==> src/rtl/key_cmd_pkg.sv <==
// key_cmd_pkg: shared types and constants for the key command sequencer.
//   cmd_t    - edit command selected by the issuer
//   state_t  - issuer FSM states
//   cmd_mask - one-hot pending-bit mask {clear, enter, back, key} for a command
package key_cmd_pkg;
    typedef enum logic [2:0] {CMD_NONE, CMD_KEY, CMD_BACK, CMD_ENTER, CMD_CLEAR} cmd_t;
    typedef enum logic [2:0] {IDLE, ISSUE, GAP, CLR_BACK, CLR_TAIL} state_t;
    localparam int BUF_DEPTH = 30;
    localparam int BUF_CHAR_MAX = 69;
    function automatic logic [3:0] cmd_mask(cmd_t c);
        return {c == CMD_CLEAR, c == CMD_ENTER, c == CMD_BACK, c == CMD_KEY};
    endfunction
endpackage

==> src/rtl/btn_conditioner.sv <==
// btn_conditioner: 2-FF sync, debounce, rising-edge request and optional hold-to-repeat.
//   clk, rst - clock, synchronous active-high reset
//   btn      - raw asynchronous button, active-high
//   req      - one-cycle request on debounced rise and on each auto-repeat
module btn_conditioner #(
    parameter int DEBOUNCE_CYCLES = 500000,
    parameter int REPEAT_DELAY = 25000000,
    parameter int REPEAT_RATE = 5000000,
    parameter bit REPEAT_EN = 1'b0
) (
    input  logic clk,
    input  logic rst,
    input  logic btn,
    output logic req
);
    localparam int DW = $clog2(DEBOUNCE_CYCLES + 1);
    localparam int RMAX = REPEAT_DELAY > REPEAT_RATE ? REPEAT_DELAY : REPEAT_RATE;
    localparam int RW = $clog2(RMAX + 1);
    localparam logic [DW-1:0] DB_LAST = DW'(DEBOUNCE_CYCLES - 1);
    localparam logic [RW-1:0] RD = RW'(REPEAT_DELAY);
    localparam logic [RW-1:0] RR = RW'(REPEAT_RATE);
    logic [1:0] sync;
    logic level, level_q, first, rise, rep_hit;
    logic [DW-1:0] db_cnt;
    logic [RW-1:0] rep_cnt;
    assign rise = level & ~level_q;
    // rep_cnt reads k in the k-th cycle after the rise or the previous repeat
    assign rep_hit = REPEAT_EN && level && rep_cnt == (first ? RD : RR);
    assign req = rise | rep_hit;
    always_ff @(posedge clk) begin
        if (rst) begin
            sync <= '0;
            level <= 1'b0;
            level_q <= 1'b0;
            first <= 1'b1;
            db_cnt <= '0;
            rep_cnt <= '0;
        end else begin
            sync <= {sync[0], btn};
            level_q <= level;
            if (sync[1] == level) db_cnt <= '0;
            else if (db_cnt == DB_LAST) begin
                level <= sync[1];
                db_cnt <= '0;
            end else db_cnt <= db_cnt + 1'b1;
            if (!level) begin
                rep_cnt <= '0;
                first <= 1'b1;
            end else if (rise || rep_hit) begin
                rep_cnt <= RW'(1);
                first <= rise;
            end else if (rep_cnt != '1) rep_cnt <= rep_cnt + 1'b1;
        end
    end
endmodule

==> src/rtl/key_cmd_sequencer.sv <==
// key_cmd_sequencer: turns four buttons into rate-limited key/back/enter pulses with a clear-line macro.
//   clk, rst                  - clock, synchronous active-high reset
//   btn_key/back/enter/clear  - raw asynchronous buttons, active-high
//   buf_count                 - line buffer write index, read by the clear macro
//   key, back, enter          - one-cycle command pulses to the line buffer
//   busy                      - issuer not idle
//   clearing                  - clear macro in progress
module key_cmd_sequencer
    import key_cmd_pkg::*;
#(
    parameter int DEBOUNCE_CYCLES = 500000,
    parameter int REPEAT_DELAY = 25000000,
    parameter int REPEAT_RATE = 5000000,
    parameter int GAP_CYCLES = 2,
    parameter int CHAR_MAX = BUF_CHAR_MAX
) (
    input  logic       clk,
    input  logic       rst,
    input  logic       btn_key,
    input  logic       btn_back,
    input  logic       btn_enter,
    input  logic       btn_clear,
    input  logic [4:0] buf_count,
    output logic       key,
    output logic       back,
    output logic       enter,
    output logic       busy,
    output logic       clearing
);
    localparam int GW = $clog2(GAP_CYCLES + 1);
    localparam int TW = $clog2(CHAR_MAX + 1);
    localparam logic [GW-1:0] GAP_LAST = GW'(GAP_CYCLES - 1);
    localparam logic [GW-1:0] GAP_FULL = GW'(GAP_CYCLES);
    localparam logic [TW-1:0] TAIL_LAST = TW'(CHAR_MAX - 1);
    logic [3:0] req, pend, pend_d, issue_mask;
    state_t state, state_d;
    cmd_t sel, sel_d, pick;
    logic [GW-1:0] gap_cnt, gap_cnt_d;
    logic [TW-1:0] tail_cnt, tail_cnt_d;
    logic slot;
    btn_conditioner #(.DEBOUNCE_CYCLES(DEBOUNCE_CYCLES), .REPEAT_DELAY(REPEAT_DELAY),
        .REPEAT_RATE(REPEAT_RATE), .REPEAT_EN(1'b1))
        u_key (.clk(clk), .rst(rst), .btn(btn_key), .req(req[0]));
    btn_conditioner #(.DEBOUNCE_CYCLES(DEBOUNCE_CYCLES), .REPEAT_DELAY(REPEAT_DELAY),
        .REPEAT_RATE(REPEAT_RATE), .REPEAT_EN(1'b1))
        u_back (.clk(clk), .rst(rst), .btn(btn_back), .req(req[1]));
    btn_conditioner #(.DEBOUNCE_CYCLES(DEBOUNCE_CYCLES), .REPEAT_DELAY(REPEAT_DELAY),
        .REPEAT_RATE(REPEAT_RATE), .REPEAT_EN(1'b0))
        u_enter (.clk(clk), .rst(rst), .btn(btn_enter), .req(req[2]));
    btn_conditioner #(.DEBOUNCE_CYCLES(DEBOUNCE_CYCLES), .REPEAT_DELAY(REPEAT_DELAY),
        .REPEAT_RATE(REPEAT_RATE), .REPEAT_EN(1'b0))
        u_clear (.clk(clk), .rst(rst), .btn(btn_clear), .req(req[3]));
    assign pick = pend[3] ? CMD_CLEAR : pend[2] ? CMD_ENTER : pend[1] ? CMD_BACK : pend[0] ? CMD_KEY : CMD_NONE;
    // gap_cnt doubles as the GAP timer and the macro pulse-slot timer
    assign slot = gap_cnt == '0;
    assign busy = state != IDLE;
    assign clearing = state == CLR_BACK || state == CLR_TAIL;
    // pulses are gated by rst so nothing leaves the block in a reset cycle
    assign key = !rst && state == ISSUE && sel == CMD_KEY;
    assign enter = !rst && state == ISSUE && sel == CMD_ENTER;
    assign back = !rst && ((state == ISSUE && sel == CMD_BACK) ||
                  (slot && (state == CLR_TAIL || (state == CLR_BACK && buf_count != '0))));
    assign issue_mask = state == ISSUE ? cmd_mask(sel) : 4'b0;
    // a request in the issuing cycle survives; everything is dropped around the macro
    assign pend_d = (clearing || state_d == CLR_BACK) ? 4'b0 : (pend & ~issue_mask) | req;
    always_comb begin
        state_d = state;
        sel_d = sel;
        gap_cnt_d = gap_cnt;
        tail_cnt_d = tail_cnt;
        case (state)
            ISSUE: begin
                state_d = GAP;
                gap_cnt_d = GAP_LAST;
            end
            GAP: gap_cnt_d = gap_cnt - 1'b1;
            CLR_BACK: begin
                gap_cnt_d = slot ? GAP_FULL : gap_cnt - 1'b1;
                if (slot && buf_count == '0) state_d = CLR_TAIL;
            end
            CLR_TAIL: begin
                gap_cnt_d = slot ? GAP_FULL : gap_cnt - 1'b1;
                if (slot) tail_cnt_d = tail_cnt + 1'b1;
                if (slot && tail_cnt == TAIL_LAST) begin
                    state_d = GAP;
                    gap_cnt_d = GAP_LAST;
                end
            end
            default: ;
        endcase
        // the last GAP cycle dispatches like IDLE so back-to-back commands keep GAP_CYCLES+1 spacing
        if (state == IDLE || (state == GAP && slot)) begin
            state_d = pick == CMD_CLEAR ? CLR_BACK : pick == CMD_NONE ? IDLE : ISSUE;
            sel_d = pick;
            gap_cnt_d = '0;
            tail_cnt_d = '0;
        end
    end
    always_ff @(posedge clk) begin
        if (rst) begin
            state <= IDLE;
            sel <= CMD_NONE;
            pend <= '0;
            gap_cnt <= '0;
            tail_cnt <= '0;
        end else begin
            state <= state_d;
            sel <= sel_d;
            pend <= pend_d;
            gap_cnt <= gap_cnt_d;
            tail_cnt <= tail_cnt_d;
        end
    end
endmodule
==> config.mk <==
export PLATFORM = sky130hd
export DESIGN_NAME = key_cmd_sequencer
export DESIGN_NICKNAME = d
export VERILOG_FILES = /design/src/rtl/key_cmd_pkg.sv /design/src/rtl/btn_conditioner.sv /design/src/rtl/key_cmd_sequencer.sv
export SDC_FILE = /design/constraint.sdc
export NUM_CORES = 1
export LEC_CHECK = 0
export CAP_MARGIN = 40
export CORE_MARGIN = 2
export CORE_UTILIZATION = 30
export CTS_CLUSTER_SIZE = 8
export DETAILED_ROUTE_END_ITERATION = 10
export SYNTH_ARGS = -nofsm -noshare
export SYNTH_HDL_FRONTEND = slang
export SYNTH_HIERARCHICAL = 1
export SYNTH_SLANG_ARGS = --single-unit
==> constraint.sdc <==
create_clock -name clk -period 2.3 [get_ports clk]
set_clock_uncertainty 0.15 [all_clocks]
set_input_delay 0.46 -clock clk [delete_from_list [all_inputs] [get_ports clk]]
set_output_delay 0.46 -clock clk [all_outputs]
set_load 0.03 [all_outputs]
# Word level (Yosys, flattened, before mapping)
# Index checks and enable logic that the tools add are counted.
word_totals:
  register_bits: 163
  latchBits: 0
  ramBits: 0
  rom_bits: 0
  input_bits: 11
  out_inout_bits: 5
  word_cells: 141
  mem_count: 0
op_classes:
  n_addsub: 8
  mul: 0
  n_div: 0
  magnitude_cmp: 0
  eq_ne: 23
  shifts: 0
  n_mux: 20
  n_bitwise: 19
  n_reduce_logical: 44
op_table:
  columns: ["op", "n"]
  rows:
  - ["$add 19x1->19 const B", 4]
  - ["$eq 19x19->1 const B", 4]
  - ["$add 25x1->25 const B", 2]
  - ["$eq 25x25->1", 2]
  - ["$mux 25", 2]
  - ["$ne 25x25->1 const B", 2]
  - ["$reduce_or 3->1", 6]
  - ["$eq 3x2->1 const B", 5]
  - ["$logic_and 1x1->1", 12]
  - ["$mux 3", 4]
  - ["$mux 2", 5]
  - ["$not 1->1", 10]
  - ["$reduce_and 2->1", 5]
  - ["$eq 3x3->1 const B", 3]
  - ["$pmux 3 s3", 1]
  - ["$pmux 2 s4", 1]
  - ["$reduce_or 2->1", 4]
  - ["$add 7x1->7 const B", 1]
  - ["$eq 7x7->1 const B", 1]
  - ["$logic_or 1x1->1", 7]
  - ["$eq 3x1->1 const B", 2]
  - ["$logic_not 3->1", 2]
  - ["$mux 1", 6]
  - ["$logic_not 5->1", 1]
  - ["14 further kinds", 22]

# Logic depth before layout (Yosys ltp)
# Gate-level depths: netlist of run 1.
depth:
  depth_word: 11
  depth_mapped: 9
  depth_no_buf: 9

# By module
# Netlist of run 1, hierarchy kept.
modules_own_cells:
  columns: ["module", "instances", "cells_each", "area_per_inst_um2", "seq_area_each_um2"]
  rows:
  - ["btn_conditioner (u_back ...)", 2, 264, 2337.2, 980.9]
  - ["btn_conditioner (u_clear ...)", 2, 116, 1061.0, 460.4]
  - ["key_cmd_sequencer", 1, 131, 1056.0, 380.4]

# Least setup slack after synthesis of run 1
# OpenSTA, ideal clock, no wires.
synth_timing:
  kind: "register -> output"
  start: "register state[0]"
  end: "output enter"
  arrival_ns: 1.650
  t_required_ns: 1.690
  slack_ns: 0.040
  path_stages_with_launch: 5
  n_path_buf: 1
  path_cell_list: "dfxtp_1 clkbuf_1 nor2b_1 nand2_1 nor3b_1"
synth_via:
  elab_chain_cells: 3
synth_lines:
  columns: ["item", "line_no", "source"]
  rows:
  - ["from (decl)", "key_cmd_sequencer.sv:36", "state_t state, state_d;"]
  - ["from (signal assigned)", "key_cmd_sequencer.sv:107", "state <= state_d;"]
  - ["$eq 3x1->1", "key_cmd_sequencer.sv:60", "assign enter = !rst && state == ISSUE && sel == CMD_ENTER;"]
  - ["$logic_and 1x1->1 (2 in a row)", "key_cmd_sequencer.sv:60", null]
  - ["to (decl)", "key_cmd_sequencer.sv:26", "output logic enter,"]
# No other way between the ends.

# Worst setup path in the final report of run 1
layout_timing:
  start: "input buf_count[2]"
  end: "output back"
layout_via:
  elab_chain_cells: 6
layout_lines:
  columns: ["item", "line_no", "source"]
  rows:
  - ["from (decl)", "key_cmd_sequencer.sv:23", "input logic [4:0] buf_count,"]
  - ["$reduce_bool 5->1", "key_cmd_sequencer.sv:62", "(slot && (state == CLR_TAIL || (state == CLR_BACK && buf_count != '0))));"]
  - ["$logic_and 1x1->1", "key_cmd_sequencer.sv:62", null]
  - ["$logic_or 1x1->1", "key_cmd_sequencer.sv:62", null]
  - ["$logic_and 1x1->1", "key_cmd_sequencer.sv:62", null]
  - ["$logic_or 1x1->1", "key_cmd_sequencer.sv:61", "assign back = !rst && ((state == ISSUE && sel == CMD_BACK) ||"]
  - ["$logic_and 1x1->1", "key_cmd_sequencer.sv:61", null]
  - ["to (decl)", "key_cmd_sequencer.sv:25", "output logic back,"]
# No other way between the ends.

==> results.txt, run 1 <==
busiest grt layer: met2
EDFF count, synth: 0
Clk pin slew, worst setup/hold paths: 60 ps
Die Wd: 166 um
Pwr per Cell Area: 635 nW/um2
final net count: 949
Vias/cell: 4.85
gr usage total: 11.6%
total congestion overflow: 0
mean post-synth cell area: 8.81 um2
clock tree buffer depth: 2
worst slew margin relative to its limit: 58.9%
final hold viol count: 0
Critical Path AT: 1640 ps
Worst EP required: 1690 ps
largest net degree at the start of global routing: 26
minimum hold slack: 264 ps
Final Critical Period: 2250 ps
top-count cell post-synth: dfxtp_1
FMAX: 445 MHz
Top Ports: 16
Post-synth top flop: dfxtp_1
Root Buffer: clkbuf_16
GPL Wtd Cong: 0.800
number of remaining DRC errors: 0
Syn Inst Count: 891
met1 usage: 15.8%
placed cell area: 8480 um2
syn_nets: 914
top cell type by total area after synthesis: dfxtp_1
# H-tree levels: 4
Pre-antenna DRT Iters: 5
Yosys top cell area share: 41.6%
CTS tree: yes
sequential fraction of the synthesis area: 41.6%
post-DP HPWL: 10.6 mm
asr flop ratio synth: 0%
Synth Cell Area: 7850 um2
synth cell count leaders: dfxtp_1 (163), nor2_1 (135), nand3_1 (56)
#FFs+latches synth: 163
CTS sink count: 163
GR Util met3: 2.55%
synth top area cells: dfxtp_1 (42%), nor2_1 (6.5%), xnor2_1 (6.1%), xor2_1 (4.8%), nand3_1 (3.6%)
CP cell instances: clkdlybuf4s50_1 -> nor4_4 -> a211oi_2 -> o21ai_1 -> a21oi_1 -> buf_4
Num CTS Buffers: 17
via count: 6,182
Cell Rows: 59
M2 GR Usage: 18.4%
Die ar.: 27,500 um2
global-route wire length before repair: 27.4 mm
Crit. End Element: output port
Synth cell types: 61
Crit-path slowest cell: clkdlybuf4s50_1
Max-Cap Viols: 0
CP Max Fanout: 2
fillers: 2,603
core area: 25,900 um2
Max VDD drop: 0.462 mV
number of global-route vias before repair: 5,880
crit start category: input pin
final design utilization: 35.7%
leakage power: 2.93 nW
Iter 0 DRT Violations: 275
Crit path largest cell delay: 440 ps
antenna violations before repair: 0
setup violators final: 0
fin. max-slew vios: 0
Final TNS setup: 0 ps
status: finished clean
WL/cell: 12.2 um
Port Buffer Count: 15
clk_lat worst skew: 430 ps
hold buffer count at CTS: 0
Synth Warn #: 6
design area: 9240 um2
Starting Density: 30.3%
post-route antenna net violation count: 0
share of post-route cells with drive strength above 1: 12.7%
critical path class: input pin to output port
worst min-delay path class: flop to flop
final wirelength: 15.5 mm
# diodes: 0
Area Overhead vs Synth: 17.6%
Die Ht: 166 um
actual slew at the worst max-slew pin: 617 ps
final worst-path cycle share: 97.7%
==> layer usage <==
| metal | wire [um] | share of wire (%) |
|---|---|---|
| met1 | 8030 | 52 |
| met2 | 6880 | 44 |
| met3 | 411 | 2.7 |
| met4 | 182 | 1.2 |
| met5 | 0 | 0 |
==> final cells by class <==
cell class | count | area [um2] | area share (%)
multi-input cells | 675 | 4420 | 47.9
flip-flops and latches | 163 | 3270 | 35.4
clock buffers | 19 | 453 | 4.90
well taps | 335 | 419 | 4.54
repair buffers | 45 | 407 | 4.40
clock inverters | 13 | 174 | 1.88
inverters | 24 | 90.1 | 0.975
==> repair_timing <==
action                     4_1_cts  5_1_grt
gates resized for setup          8       19
pin swaps                        0        2
setup endpoints to repair        5        3
setup buffers                    1        3
==> registers in the layout (all words and copies together), names as in the netlist, 2 cells and up <==
register and cells:
pend 4, gap_cnt 2, u_back/rep_cnt 25, u_key/sync 2, state 3, u_clear/db_cnt 19
tail_cnt 7, u_clear/sync 2, u_back/db_cnt 19, u_key/db_cnt 19, sel 3, u_enter/sync 2
u_key/rep_cnt 25, u_enter/db_cnt 19, u_back/sync 2
==> placed cells by master (no fill, tap or decap), drive strengths merged, types with 7 or more instances in the layout <==
cell type	Yosys	routed
buf	18	34
nand2	51	51
o21ai	27	27
ha	12	12
a31oi	8	8
nand4	31	31
o31ai	8	8
or4	11	11
dfxtp	163	163
and3	22	22
a211oi	8	8
inv	24	28
nor3	24	24
xnor2	55	55
nor4b	8	8
nand3	60	60
xor2	43	43
nor2b	17	17
nor2	139	139
nor4	17	17
clkbuf	11	19
or3	20	20
and4	16	16
a21oi	35	35
clkdlybuf4s50	0	7
==> power by group <==
| part | internal (mW) | switching [mW] | leakage, nW |
|---|---|---|---|
| clock | 1.79 | 1.19 | 0.302 |
| combinational | 0.0296 | 0.0318 | 1.31 |
| sequential | 2.83 | 0.00480 | 1.32 |
==> critical path: cells and delay by family <==
| family | cells | cell delay [ps] |
|---|---|---|
| AOI/OAI and AO/OA | 3 | 300 |
| buffers and inverters | 2 | 610 |
| and+or+nand+nor | 1 | 270 |
==> kinds of logic (layout without fill, tap and decap cells) <==
kind of cell / count (synthesis) / count (layout) / share of synthesized area [%]
simple gates: 449 / 449 / 31.7
flops: 163 / 163 / 41.6
compound gates: 112 / 112 / 10.1
xor+xnor: 98 / 98 / 10.9
buf+inv: 53 / 101 / 3.20
fa+ha+maj: 12 / 12 / 1.91
mux: 4 / 4 / 0.510
==> worst paths after layout <==
| path | from | end | slack, ps | cells after the start |
|---|---|---|---|---|
| max reg2reg | u_key/rep_cnt[15]$_SDFFE_PP0P_ | pend[0]$_SDFF_PP0_ | 180 | 7 |
| min | u_back/level_q$_SDFF_PP0_ | u_back/first$_SDFFE_PP1P_ | 260 | 1 |
| min reg2reg | u_back/level_q$_SDFF_PP0_ | u_back/first$_SDFFE_PP1P_ | 260 | 1 |
| max | buf_count[2] | back | 50 | 6 |
==> stage by stage <==
step / power [mW] / instances / worst slack (ps)
2_1_floorplan: 2.92 / 891 / 40.1
3_3_place_gp: 2.96 / 1238 / -102
3_5_place_dp: 2.96 / 1238 / -60.7
4_1_cts: 5.97 / 1271 / -56.5
5_1_grt: 6.08 / 1274 / -4.45
6_report: 5.87 / 1274 / 51.9
Power figures use the tool's default switching activity.
==> run 2, diff against run 1 <==
CTS_CLUSTER_DIAMETER = 80   (was unset)
==> results of run 2 <==
No change in the layout: final DEF, timing and power equal those of run 1.
==> run 3, diff against run 2 <==
SETUP_SLACK_MARGIN = 0.5   (was unset)
clock period = 2.6 ns   (was 2.3 ns; I/O delays follow)
==> run 3 against run 2 <==
Net effect:
- non-clock buffer count increased by 4
- total power shrank 12%
- sequential power decreased by 11%
- via count rose by 1.7%
- worst hold slack improved by 5.7 ps
- register-to-register slack gained 360 ps
- critical endpoint is now enter
- die area unchanged
==> results.txt, run 3 (synthesis results as in run 1) <==
Area Overhead vs Synth: 19.4%
DP Worst Slack: 34.1 ps
most common cell after layout, fill and taps aside: dfxtp_1
hold depth: 1
Cell Rows: 59
via count: 6,288
Pint: 4.12 mW
crit start category: flop
setup violators final: 0
Seq pwr share: 48.6%
Net Sw Power: 1.04 mW
Root Buffer: clkbuf_16
core area: 25,900 um2
gr usage total: 11.8%
CP Max Fanout: 6
Top Ports: 16
Crit. End Element: output port
FF-to-FF setup slack: 540 ps
share of post-route cells with drive strength above 1: 15.7%
Crit-path slowest cell: dfxtp_4
Tot Pwr: 5.16 mW
R2R cell count: 7
CP bufs+invs: 2
Vias/cell: 4.92
Pre-antenna DRT Iters: 6
Max-Cap Viols: 0
Critical Path AT: 1580 ps
Die Ht: 166 um
Clk pin slew, worst setup/hold paths: 60 ps
most frequent cells in the layout: dfxtp_1 (159), nor2_1 (135), xnor2_1 (55)
final design utilization: 36.2%
Die ar.: 27,500 um2
Max VDD drop: 0.314 mV
CP cell instances: buf_4 -> nor3b_2 -> nand2_1 -> nor3b_2 -> buf_4
post-route antenna net violation count: 0
hold buffer count at CTS: 0
Crit path largest cell delay: 370 ps
CTS tree: yes
Final Critical Period: 2250 ps
final net count: 953
Pwr per Cell Area: 550 nW/um2
antenna violations before repair: 1
WP depth: 5
fillers: 2,594
CTS sink count: 163
worst min-delay path class: flop to flop
Die Wd: 166 um
Starting Density: 30.3%
Worst EP required: 1930 ps
final hold viol count: 0
Port Buffer Count: 15
number of global-route vias before repair: 6,103
total congestion overflow: 0
final wirelength: 15.8 mm
sw frac: 20.2%
actual slew at the worst max-slew pin: 638 ps
status: finished clean
final worst-path cycle share: 86.5%
Final TNS setup: 0 ps
WL/cell: 12.4 um
worst slew margin relative to its limit: 57.2%
leakage power: 2.93 nW
clock network power share: 50.5%
FMAX: 445 MHz
top flop regs: u_back/rep_cnt (25), u_key/rep_cnt (25)
largest net degree at the start of global routing: 33
PnR worst setup slack: 351 ps
RSZ-0062 raised after global routing: true
Top delay family on crit path: simple AND/OR/NAND/NOR gates
clock tree buffer depth: 2
# H-tree levels: 4
number of remaining DRC errors: 0
fin. max-slew vios: 0
Num CTS Buffers: 17
post-DP HPWL: 10.8 mm
combinational fraction of design power: 0.9%
Iter 0 DRT Violations: 278
clk_lat worst skew: 420 ps
GPL Wtd Cong: 0.815
critical path class: flop to output port
global-route wire length before repair: 28.0 mm
[run 3: changes by cell type in the layout (fill, tap and decap cells not counted), moves of 3 or more]
cell             before  now
clkdlybuf4s50_1       7    4
dlygate4sd2_1         1    5
or3_4                 0    3
buf_6                 0    5
dlymetal6s2s_1        3    0
nor3_1               21   15
or3_1                14   11
nor3_2                1    7
[run 3: worst paths after layout]
check | from | to
worst max-delay path | state[2]$_SDFF_PP0_ | enter
worst min-delay path | u_key/level_q$_SDFF_PP0_ | u_key/first$_SDFFE_PP1P_
worst max register to register | u_key/rep_cnt[4]$_SDFFE_PP0P_ | pend[0]$_SDFF_PP0_
worst min register to register | u_key/level_q$_SDFF_PP0_ | u_key/first$_SDFFE_PP1P_
[run 3: what timing repair did]
item                                    4_1_cts  5_1_grt
gates resized for setup                      57       29
buffers inserted                              3       12
pin swaps                                     6        9
endpoints found under the setup margin       21       59
[run 3: final cells by class]
type,instances,area (um2),area share [%]
Sequential cell,163,3280,34.9
Multi-Input combinational cell,675,4520,48.2
Clock inverter,11,151,1.61
Antenna cell,1,2.50,0.0267
Tap cell,335,419,4.47
Clock buffer,21,470,5.02
Timing Repair Buffer,49,445,4.75
Inverter,24,90.1,0.961
[run 3: power groups by stage]
stage          registers [mW]  logic [mW]  clock network [mW]
3_3_place_gp             2.56      0.0495                   0
3_5_place_dp             2.56      0.0497                   0
6_report                 2.51      0.0489                2.60
4_1_cts                  2.51      0.0497                2.68
2_1_floorplan            2.56      0.0236                   0
5_1_grt                  2.50      0.0547                2.79
[run 3: per-layer routing]
metal / track usage [%] / wire, um
met1: 15.2 / 7920
met2: 19.3 / 7280
met3: 3.03 / 408
met4: 3.93 / 238
met5: 0 / 0
[run 3: per-stage QoR]
stage | instances | area (um2) | hold slack (ps)
after CTS | 1266 | 9160 | 264
after detailed placement | 1231 | 8410 | 240
after floorplan | 891 | 7870 | 227
after global placement | 1231 | 8410 | 233
after global routing | 1279 | 9380 | 284
final | 1279 | 9380 | 270
